$ cat config.mk
export PLATFORM = sky130hd
export DESIGN_NAME = obs_tap_reader
export DESIGN_NICKNAME = d
export VERILOG_FILES = /design/src/rtl/obs_tap_pkg.sv /design/src/rtl/obs_frame_fifo.sv /design/src/rtl/obs_tap_reader.sv
export SDC_FILE = /design/constraint.sdc
export NUM_CORES = 1
export LEC_CHECK = 0
export BUFFER_PORTS_ARGS = -buffer_cell sky130_fd_sc_hd__buf_2
export CAP_MARGIN = 30
export CELL_PAD_IN_SITES_DETAIL_PLACEMENT = 1
export CELL_PAD_IN_SITES_GLOBAL_PLACEMENT = 1
export CORE_ASPECT_RATIO = 0.9
export CORE_MARGIN = 5
export CORE_UTILIZATION = 53
export CTS_BUF_LIST = sky130_fd_sc_hd__clkbuf_2
export CTS_CLUSTER_DIAMETER = 150
export DETAILED_ROUTE_END_ITERATION = 6
export PLACE_DENSITY_LB_ADDON = 0.1
export SLEW_MARGIN = 10
export SYNTH_ARGS = -nofsm -noshare
export SYNTH_HDL_FRONTEND = slang
export SYNTH_SLANG_ARGS = --single-unit
$ cat constraint.sdc
create_clock -name clk -period 4.1 [get_ports clk]
set_input_delay 0.205 -clock clk [delete_from_list [all_inputs] [get_ports clk]]
set_output_delay 0.205 -clock clk [all_outputs]
set_load 0.01 [all_outputs]
$ cat src/rtl/obs_tap_pkg.sv
// Shared types and sizing helpers for the observation tap read-out path.
package obs_tap_pkg;

  typedef enum logic [0:0] {
    StIdle,
    StShift
  } state_e;

  // Width of a counter that must hold values 0..obs_w inclusive.
  function automatic int unsigned bit_cnt_w(int unsigned obs_w);
    return $clog2(obs_w + 1);
  endfunction

  // FIFO pointers carry one extra wrap bit beyond the address.
  function automatic int unsigned ptr_w(int unsigned depth);
    return $clog2(depth) + 1;
  endfunction

  localparam int unsigned BIT_CNT_W = bit_cnt_w(16);

endpackage

$ cat src/rtl/obs_frame_fifo.sv
// Frame FIFO for captured observation words; wrap-bit pointers tell full from empty.
module obs_frame_fifo
  import obs_tap_pkg::*;
#(
  parameter int unsigned W     = 16,
  parameter int unsigned DEPTH = 4
) (
  input  logic                       clk,
  input  logic                       rst_n,
  input  logic                       push_i,
  input  logic [W-1:0]               wdata_i,
  input  logic                       pop_i,
  output logic [W-1:0]               rdata_o,
  output logic                       full_o,
  output logic                       empty_o,
  output logic [$clog2(DEPTH+1)-1:0] count_o
);

  localparam int unsigned PtrW  = ptr_w(DEPTH);
  localparam int unsigned AddrW = PtrW - 1;
  localparam int unsigned CntW  = $clog2(DEPTH + 1);

  logic [W-1:0]    mem_q [DEPTH];
  logic [PtrW-1:0] wr_ptr_q, wr_ptr_d;
  logic [PtrW-1:0] rd_ptr_q, rd_ptr_d;
  logic            do_push, do_pop;

  assign full_o  = (wr_ptr_q[AddrW-1:0] == rd_ptr_q[AddrW-1:0]) &&
                   (wr_ptr_q[AddrW] != rd_ptr_q[AddrW]);
  assign empty_o = (wr_ptr_q == rd_ptr_q);
  assign count_o = CntW'(wr_ptr_q - rd_ptr_q);
  assign rdata_o = mem_q[rd_ptr_q[AddrW-1:0]];

  assign do_push = push_i && !full_o;
  assign do_pop  = pop_i && !empty_o;

  always_comb begin
    wr_ptr_d = wr_ptr_q;
    rd_ptr_d = rd_ptr_q;
    if (do_push) wr_ptr_d = wr_ptr_q + PtrW'(1);
    if (do_pop)  rd_ptr_d = rd_ptr_q + PtrW'(1);
  end

  always_ff @(posedge clk or negedge rst_n) begin
    if (!rst_n) begin
      wr_ptr_q <= '0;
      rd_ptr_q <= '0;
    end else begin
      wr_ptr_q <= wr_ptr_d;
      rd_ptr_q <= rd_ptr_d;
    end
  end

  // Storage needs no reset; the pointers alone define what is valid.
  always_ff @(posedge clk) begin
    if (do_push) mem_q[wr_ptr_q[AddrW-1:0]] <= wdata_i;
  end

endmodule

$ cat src/rtl/obs_tap_reader.sv
// Captures observation-bus frames into a FIFO and streams each out MSB first plus even parity.
module obs_tap_reader
  import obs_tap_pkg::*;
#(
  parameter int unsigned OBS_W       = 16,
  parameter int unsigned FRAME_DEPTH = 4
) (
  input  logic                             clk,
  input  logic                             rst_n,
  input  logic [OBS_W-1:0]                 obs_i,
  input  logic                             capture_i,
  input  logic                             clr_ovf_i,
  input  logic                             so_ready_i,
  output logic                             so_valid_o,
  output logic                             so_data_o,
  output logic                             so_last_o,
  output logic                             busy_o,
  output logic                             overflow_o,
  output logic [$clog2(FRAME_DEPTH+1)-1:0] frame_cnt_o
);

  localparam int unsigned CntW    = $clog2(FRAME_DEPTH + 1);
  localparam int unsigned BitCntW = bit_cnt_w(OBS_W);

  state_e             state_q, state_d;
  // Frame data with the parity bit appended below it; the MSB is always the bit on the wire.
  logic [OBS_W:0]     shift_q, shift_d;
  logic [BitCntW-1:0] bit_cnt_q, bit_cnt_d;
  logic               last_q, last_d;
  logic               busy_q, busy_d;
  logic               ovf_q, ovf_d;

  logic               fifo_push, fifo_pop, fifo_full, fifo_empty;
  logic [OBS_W-1:0]   fifo_rdata;
  logic [CntW-1:0]    fifo_count, cnt_next;
  logic               xfer;

  assign fifo_push = capture_i && !fifo_full;
  assign xfer      = (state_q == StShift) && so_ready_i;

  obs_frame_fifo #(
    .W     (OBS_W),
    .DEPTH (FRAME_DEPTH)
  ) u_fifo (
    .clk     (clk),
    .rst_n   (rst_n),
    .push_i  (fifo_push),
    .wdata_i (obs_i),
    .pop_i   (fifo_pop),
    .rdata_o (fifo_rdata),
    .full_o  (fifo_full),
    .empty_o (fifo_empty),
    .count_o (fifo_count)
  );

  always_comb begin
    state_d   = state_q;
    shift_d   = shift_q;
    bit_cnt_d = bit_cnt_q;
    fifo_pop  = 1'b0;

    unique case (state_q)
      StIdle: begin
        if (!fifo_empty) fifo_pop = 1'b1;
      end
      StShift: begin
        if (xfer) begin
          if (bit_cnt_q != '0) begin
            shift_d   = shift_q << 1;
            bit_cnt_d = bit_cnt_q - BitCntW'(1);
          end else if (!fifo_empty) begin
            fifo_pop = 1'b1;
          end else begin
            state_d = StIdle;
            shift_d = '0;
          end
        end
      end
    endcase

    if (fifo_pop) begin
      state_d   = StShift;
      shift_d   = {fifo_rdata, ^fifo_rdata};
      bit_cnt_d = BitCntW'(OBS_W);
    end

    last_d   = (state_d == StShift) && (bit_cnt_d == '0);
    cnt_next = fifo_count + CntW'(fifo_push) - CntW'(fifo_pop);
    busy_d   = (state_d == StShift) || (cnt_next != '0);

    // A drop in the same cycle as a clear leaves the flag set.
    if (capture_i && fifo_full) ovf_d = 1'b1;
    else if (clr_ovf_i)         ovf_d = 1'b0;
    else                        ovf_d = ovf_q;
  end

  always_ff @(posedge clk or negedge rst_n) begin
    if (!rst_n) begin
      state_q   <= StIdle;
      shift_q   <= '0;
      bit_cnt_q <= '0;
      last_q    <= 1'b0;
      busy_q    <= 1'b0;
      ovf_q     <= 1'b0;
    end else begin
      state_q   <= state_d;
      shift_q   <= shift_d;
      bit_cnt_q <= bit_cnt_d;
      last_q    <= last_d;
      busy_q    <= busy_d;
      ovf_q     <= ovf_d;
    end
  end

  assign so_valid_o  = (state_q == StShift);
  assign so_data_o   = shift_q[OBS_W];
  assign so_last_o   = last_q;
  assign busy_o      = busy_q;
  assign overflow_o  = ovf_q;
  assign frame_cnt_o = fifo_count;

endmodule

### Word-level counts from Yosys, hierarchy flattened

Memory sizes are Yosys's and may differ from the RTL's.
Cells that the tools add are included.

* bits in latches: 0
* register bits: 32
* ROM bits: 0
* output and inout bits: 8
* memories kept: 1
* logic and storage cells: 59
* input port bits: 21
* RAM bits: 64

Memories
* u_fifo.mem_q: words 4, width 16, rd ports 1, clocked after Yosys merged registers in 0, wr ports 1, RTL line obs_frame_fifo.sv:23 `logic [W-1:0] mem_q [DEPTH];`

* divide/modulo/power cells: 0
* order comparisons: 0
* $mul: 0
* reductions and logical operators: 19
* mux-type cells: 21
* shift-type cells: 0
* equality and inequality tests: 3
* bitwise gates (word level): 1
* add/subtract/negate cells: 6

Operators with widths (number)
* 17-bit 2-to-1 mux: 5
* 5-bit 2-to-1 mux: 4
* 16-bit parity: 1
* 1-bit 2-to-1 mux: 11
* 1-bit logical AND: 7
* 3-bit by 1-bit adder with 3-bit output (second input constant): 2
* 2-bit nonzero test: 3
* 3-bit nonzero test: 2
* 5-bit zero test: 1
* 5-bit nonzero test: 1
* 5-bit by 1-bit subtractor with 5-bit output (second input constant): 1
* 3-bit by 1-bit adder with 3-bit output: 1
* 3-bit == test: 1
* 3-bit AND reduction: 1
* 3-bit by 1-bit subtractor with 3-bit output: 1
* 3-bit subtractor: 1
* 2-bit == test: 1
* 1-bit zero test: 2
* 1-bit one-hot mux with 2 select lines: 1
* 1-bit logical OR: 1
* 1-bit inequality test: 1
* 1-bit inverter: 1

### Longest topological paths before layout

* word-level depth: 8
* depth in mapped cells: 16
* depth with buffers taken out: 13

### Cells and area by module

Synthesis repeated with hierarchy kept, for this count alone.

* cells, all modules: 280
* area total of the unflattened synthesis: 4234.1 µm²

By module, submodules not included
* obs_frame_fifo: cells each 129, area each 2772.7 µm², instances 1, seq. area each 2072.0 µm²
* obs_tap_reader: cells each 151, area each 1461.4 µm², instances 1, seq. area each 650.6 µm²

### Worst setup path after synthesis

No wires, ideal clock.

* path kind: flip-flop to flip-flop
* from: register u_fifo.rd_ptr_q[1]
* to: register busy_q, in the netlist busy_o
* setup slack: 447 ps
* arrival time: 3507 ps
* path buffers: 3
* stages on the path, launching flop included: 17
* setup time: 146 ps
* clock period less this slack: 3653 ps
* required time: 3954 ps
* cells stage by stage: dfrtp_1 > buf_2 > buf_2 > inv_1 > ha_1 > nand2_1 > or2_2 > inv_1 > nor2_1 > clkbuf_1 > xor2_1 > ha_1 > inv_1 > fa_1 > xnor2_1 > xnor2_1 > or4b_2

* cells in the longest elaborated chain, start to end: 8
* elaborated cells between the ends (all ways): 18
* classes of those cells: 3 x add/sub; 2 x eq/ne; 8 x mux; 5 x reduce/logical

Ends and longest elaborated chain
* start, declared: RTL line obs_frame_fifo.sv:25 `logic [PtrW-1:0] rd_ptr_q, rd_ptr_d;`
* start signal, assigned: RTL line obs_frame_fifo.sv:50 `rd_ptr_q <= rd_ptr_d;`
* parallel branches: the longest is 7 deep, another holds 3-bit subtractor
* 1-bit logical OR *: RTL line obs_tap_reader.sv:89 `busy_d = (state_d == StShift) || (cnt_next != '0);`
* net busy_d: RTL line obs_tap_reader.sv:30 `logic busy_q, busy_d;`
* end signal, assigned: RTL line obs_tap_reader.sv:110 `busy_q <= busy_d;`
* end, declared: RTL line obs_tap_reader.sv:30

Mark *: on every way through the listed nets, which the timed path passes.
A chain may end at the register's enable or synchronous reset.

### Worst setup path after layout

* from: register u_fifo.wr_ptr_q[0]
* to: register busy_q, in the netlist busy_o

* cells in the longest elaborated chain, start to end: 8
* elaborated cells between the ends (all ways): 18
* classes of those cells: 3 x add/sub; 2 x eq/ne; 8 x mux; 5 x reduce/logical

Ends and longest elaborated chain
* start, declared: RTL line obs_frame_fifo.sv:24 `logic [PtrW-1:0] wr_ptr_q, wr_ptr_d;`
* start signal, assigned: RTL line obs_frame_fifo.sv:49 `wr_ptr_q <= wr_ptr_d;`
* parallel branches: the longest is 7 deep, another holds 3-bit subtractor
* 1-bit logical OR *: RTL line obs_tap_reader.sv:89
* net busy_d: RTL line obs_tap_reader.sv:30

Marks and branches as above.

==> impl_results.md <==
- Crit path time final: 3.32 ns
- CTS tree: yes
- Chip height: 93.4 um
- Internal: 2.26 mW
- Post-detail-place hpwl: 5.40 mm
- Seq cells post-synth: 96
- Buf+Inv Stages, Crit Path: 2
- Setup ws final: 0.776 ns
- Post-synthesis cell area: 4100 sq um
- Relative slew slack: 0.357
- Met3 Use GR: 0.0462
- Fin. max-slew vios: 0
- Asr flop ratio synth: 0.333
- Pre-Repair DR Iteration Count: 5
- Min-Delay Endpoint: u_fifo.wr_ptr_q[0]
- Endpoints failing setup: 0
- Area of the die: 9600 sq um
- Fmax: 301 MHz
- Multi-input logic area: 1200 sq um
- Reg2Reg Setup Slack: 0.78 ns
- Clk_lat worst skew: 0.53 ns
- Routed via count: 2256
- Global-route layer with the greatest usage: met2
- GRT Total Usage: 0.189
- GRT overflow: 0
- Arr. time, crit path: 3.73 ns
- ANT nets after route: 0
- Final clock skew: 0.0291 ns
- Met2 usage: 0.309
- Clk buf depth: 2
- Crit path largest cell delay: 0.63 ns
- Hold wc startpoint: capture_i
- Setup slack after placement: 0.800 ns
- Reg power frac: 0.408
- # Post-CTS Setup Buffers: 0
- Seq/Total Area, Yosys: 0.664
- Number of port buffers: 28
- Hold-fix buffers, CTS: 20
- Sw power: 1.24 mW
- Peak VDD IR: 0.407 mV
- Final non-filler cell total: 403
- Layout area overhead: 13.2%
- Num ports: 29
- Core area: 7540 sq um
- Crit-path slowest cell: or4b_2
- Sequential Area: 2720 sq um
- CTS clk-pin slew, worst paths: 0.25 ns
- Worst slew pin tran: 0.965 ns
- Initial antenna violation count: 0
- Critical Path RT: 4.51 ns
- Leak Pwr: 1.90 nW
- Worst hold stages: 3
- Die X: 103 um
- Status: completed
- Setup tns final: 0 ns
- DRC Markers: 0
- DR vias/cell: 5.60
- GP Congestion: 0.769
- Fill count: 696
- First-pass GRT wire length: 13.5 mm
- GR Util met1: 0.258
- Drt wl/cell: 20.3 um
- CTS Sinks: 96
- Switching share of power: 0.355
- EDFF count, synth: 64
- Worst Setup Start Kind: flip-flop
- YS warnings: 0
- Tcrit/Tclk final: 0.811
- WL final: 8.18 mm
- Clk network pwr share: 0.147
- Worst r2r src: u_fifo.wr_ptr_q[0]
- Crit-path leading delay family: simple AND/OR/NAND/NOR gates
- Starting density of the core: 0.543
- TritonCTS buffer count: 9
- Critical Path Fanout Max: 9
- FF-to-FF path depth: 12
- Syn Inst Count: 252
- Post_cts resized: 0
- RSZ-0062 raised after global routing: false
- PD cells: 754 nW/um^2
- Antenna cells: 0
- Final Power: 3.50 mW
- Vias in the first global route: 2529
- Critical setup path kind: flip-flop to flip-flop
- Ys flop type: edfxtp_1
- Logic gate share of total power: 0.445
- H-tree Lvls: 3
- Hold Crit Class: primary input to flip-flop
- Proportion of layout cells with a drive suffix above 1: 0.189
- Inst Count DP: 367
- Hold Fails Final Rpt: 0
- Syn nets: 284
- Clock root cell: clkbuf_2
- DRT iter0 DRCs: 141
- Site row count: 30
- Endpoint class of the critical path: flip-flop
- Crit-path cells: inv_1 -> ha_1 -> nand2_1 -> nor2b_1 -> nor2b_1 -> xor2_1 -> ha_1 -> inv_1 -> fa_1 -> xnor2_1 -> xnor2_1 -> or4b_2
- Largest net degree at the start of global routing: 33
- Nets: 334
- Finished Core Util: 0.615
- Avg Inst Size Synth: 16.3 sq um
- Max-cap viol count: 0
- Netlist cell types: 38
- R2r endpoint: busy_o
-- worst register-to-register path: cells and delay by family, from the launching register on --
| family | cells | cell delay, ns |
|---|---|---|
| buf+inv | 2 | 0.19 |
| xor+xnor | 3 | 0.48 |
| fa+ha+maj | 3 | 0.79 |
| flops | 1 | 0.46 |
| simple gates | 4 | 1.28 |
-- metal layers --
layer  up-vias  part of all wire
li1       1046                 -
met5         -                 0
met2        29              0.50
met4         0            0.0088
met1      1174              0.46
met3         7             0.031
-- sequential cells by signal, summed over array words and instances (netlist names) --
name / cells
so_last_o: 1
u_fifo.wr_ptr_q: 3
u_fifo.rd_ptr_q: 3
bit_cnt_q: 5
overflow_o: 1
u_fifo.mem_q: 64
so_valid_o: 1
shift_q: 17
busy_o: 1
-- final cells by class --
| type | count | area share |
|---|---|---|
| clock inverters | 7 | 0.0202 |
| clock buffers | 9 | 0.00970 |
| inverters | 27 | 0.0218 |
| well taps | 96 | 0.0259 |
| repair buffers | 51 | 0.0781 |
| multi-input cells | 117 | 0.258 |
| flip-flops and latches | 96 | 0.586 |
-- worst max-delay path by stage --
stage	startpoint	endpoint	slack, ns	cells past startpoint
floorplan	u_fifo.rd_ptr_q[1]	busy_o	0.45	16
global placement	u_fifo.wr_ptr_q[0]	busy_o	0.95	12
CTS	u_fifo.wr_ptr_q[0]	busy_o	0.73	12
finish	u_fifo.wr_ptr_q[0]	busy_o	0.78	12
detailed placement	u_fifo.wr_ptr_q[0]	busy_o	0.80	12
global route	u_fifo.wr_ptr_q[0]	busy_o	0.55	12
-- kinds of logic after synthesis --
group                      count (synthesis)  share of synthesized area
DFF                                       96                      0.664
buffers and inverters                     39                     0.0439
and+or+nand+nor                           35                     0.0439
AOI/OAI and AO/OA                         30                     0.0595
xor gates and xnor gates                  25                     0.0571
muxes                                     16                     0.0943
adders and majority gates                 11                     0.0372
-- cells in the final DEF (no fill, tap or decap), types with 2 or more instances in the layout --
| master | instances |
|---|---|
| xnor2_1 | 18 |
| a222oi_1 | 14 |
| nor3_1 | 2 |
| clkinv_4 | 2 |
| o21ai_0 | 7 |
| nor2b_1 | 3 |
| dlygate4sd3_1 | 20 |
| mux4_1 | 7 |
| buf_4 | 3 |
| xnor2_2 | 2 |
| bufinv_16 | 2 |
| edfxtp_1 | 64 |
| fa_1 | 2 |
| dfrtp_1 | 32 |
| clkinv_1 | 2 |
| clkbuf_2 | 9 |
| xor2_1 | 5 |
| buf_2 | 28 |
| nand2_1 | 11 |
| a211oi_1 | 2 |
| nor2_1 | 5 |
| mux4_2 | 9 |
| inv_1 | 27 |
| nor4_1 | 2 |
| ha_1 | 9 |
| and2_1 | 5 |
-- per-stage QoR --
stage	instance area [sq um]	hold slack, ns
finish	4640	0.178
global placement	4300	0.309
global route	4640	0.129
floorplan	4100	-0.0906
CTS	4640	0.139
detailed placement	4300	0.326
-- cell usage after synthesis (3+ instances only) --
cell type	instances	area (sq um)
edfxtp_1	64	1920
clkbuf_1	6	22.5
and2_1	5	31.3
nand2_1	11	41.3
a222oi_1	14	140
mux4_2	9	203
nor2_1	5	18.8
xnor2_1	18	158
xor2_1	5	43.8
mux4_1	7	184
ha_1	9	113
nor2b_1	3	18.8
dfrtp_1	32	801
inv_1	27	101
o21ai_0	7	35.0
-- power by group through the flow --
stage	clock, mW	sequential (mW)	combinational (mW)
2_1_floorplan	0	1.41	1.23
5_1_grt	0.580	1.45	1.71
3_3_place_gp	0	1.43	1.51
4_1_cts	0.531	1.43	1.59
3_5_place_dp	0	1.45	1.56
6_report	0.514	1.43	1.56
Power figures use the tool's default switching activity.
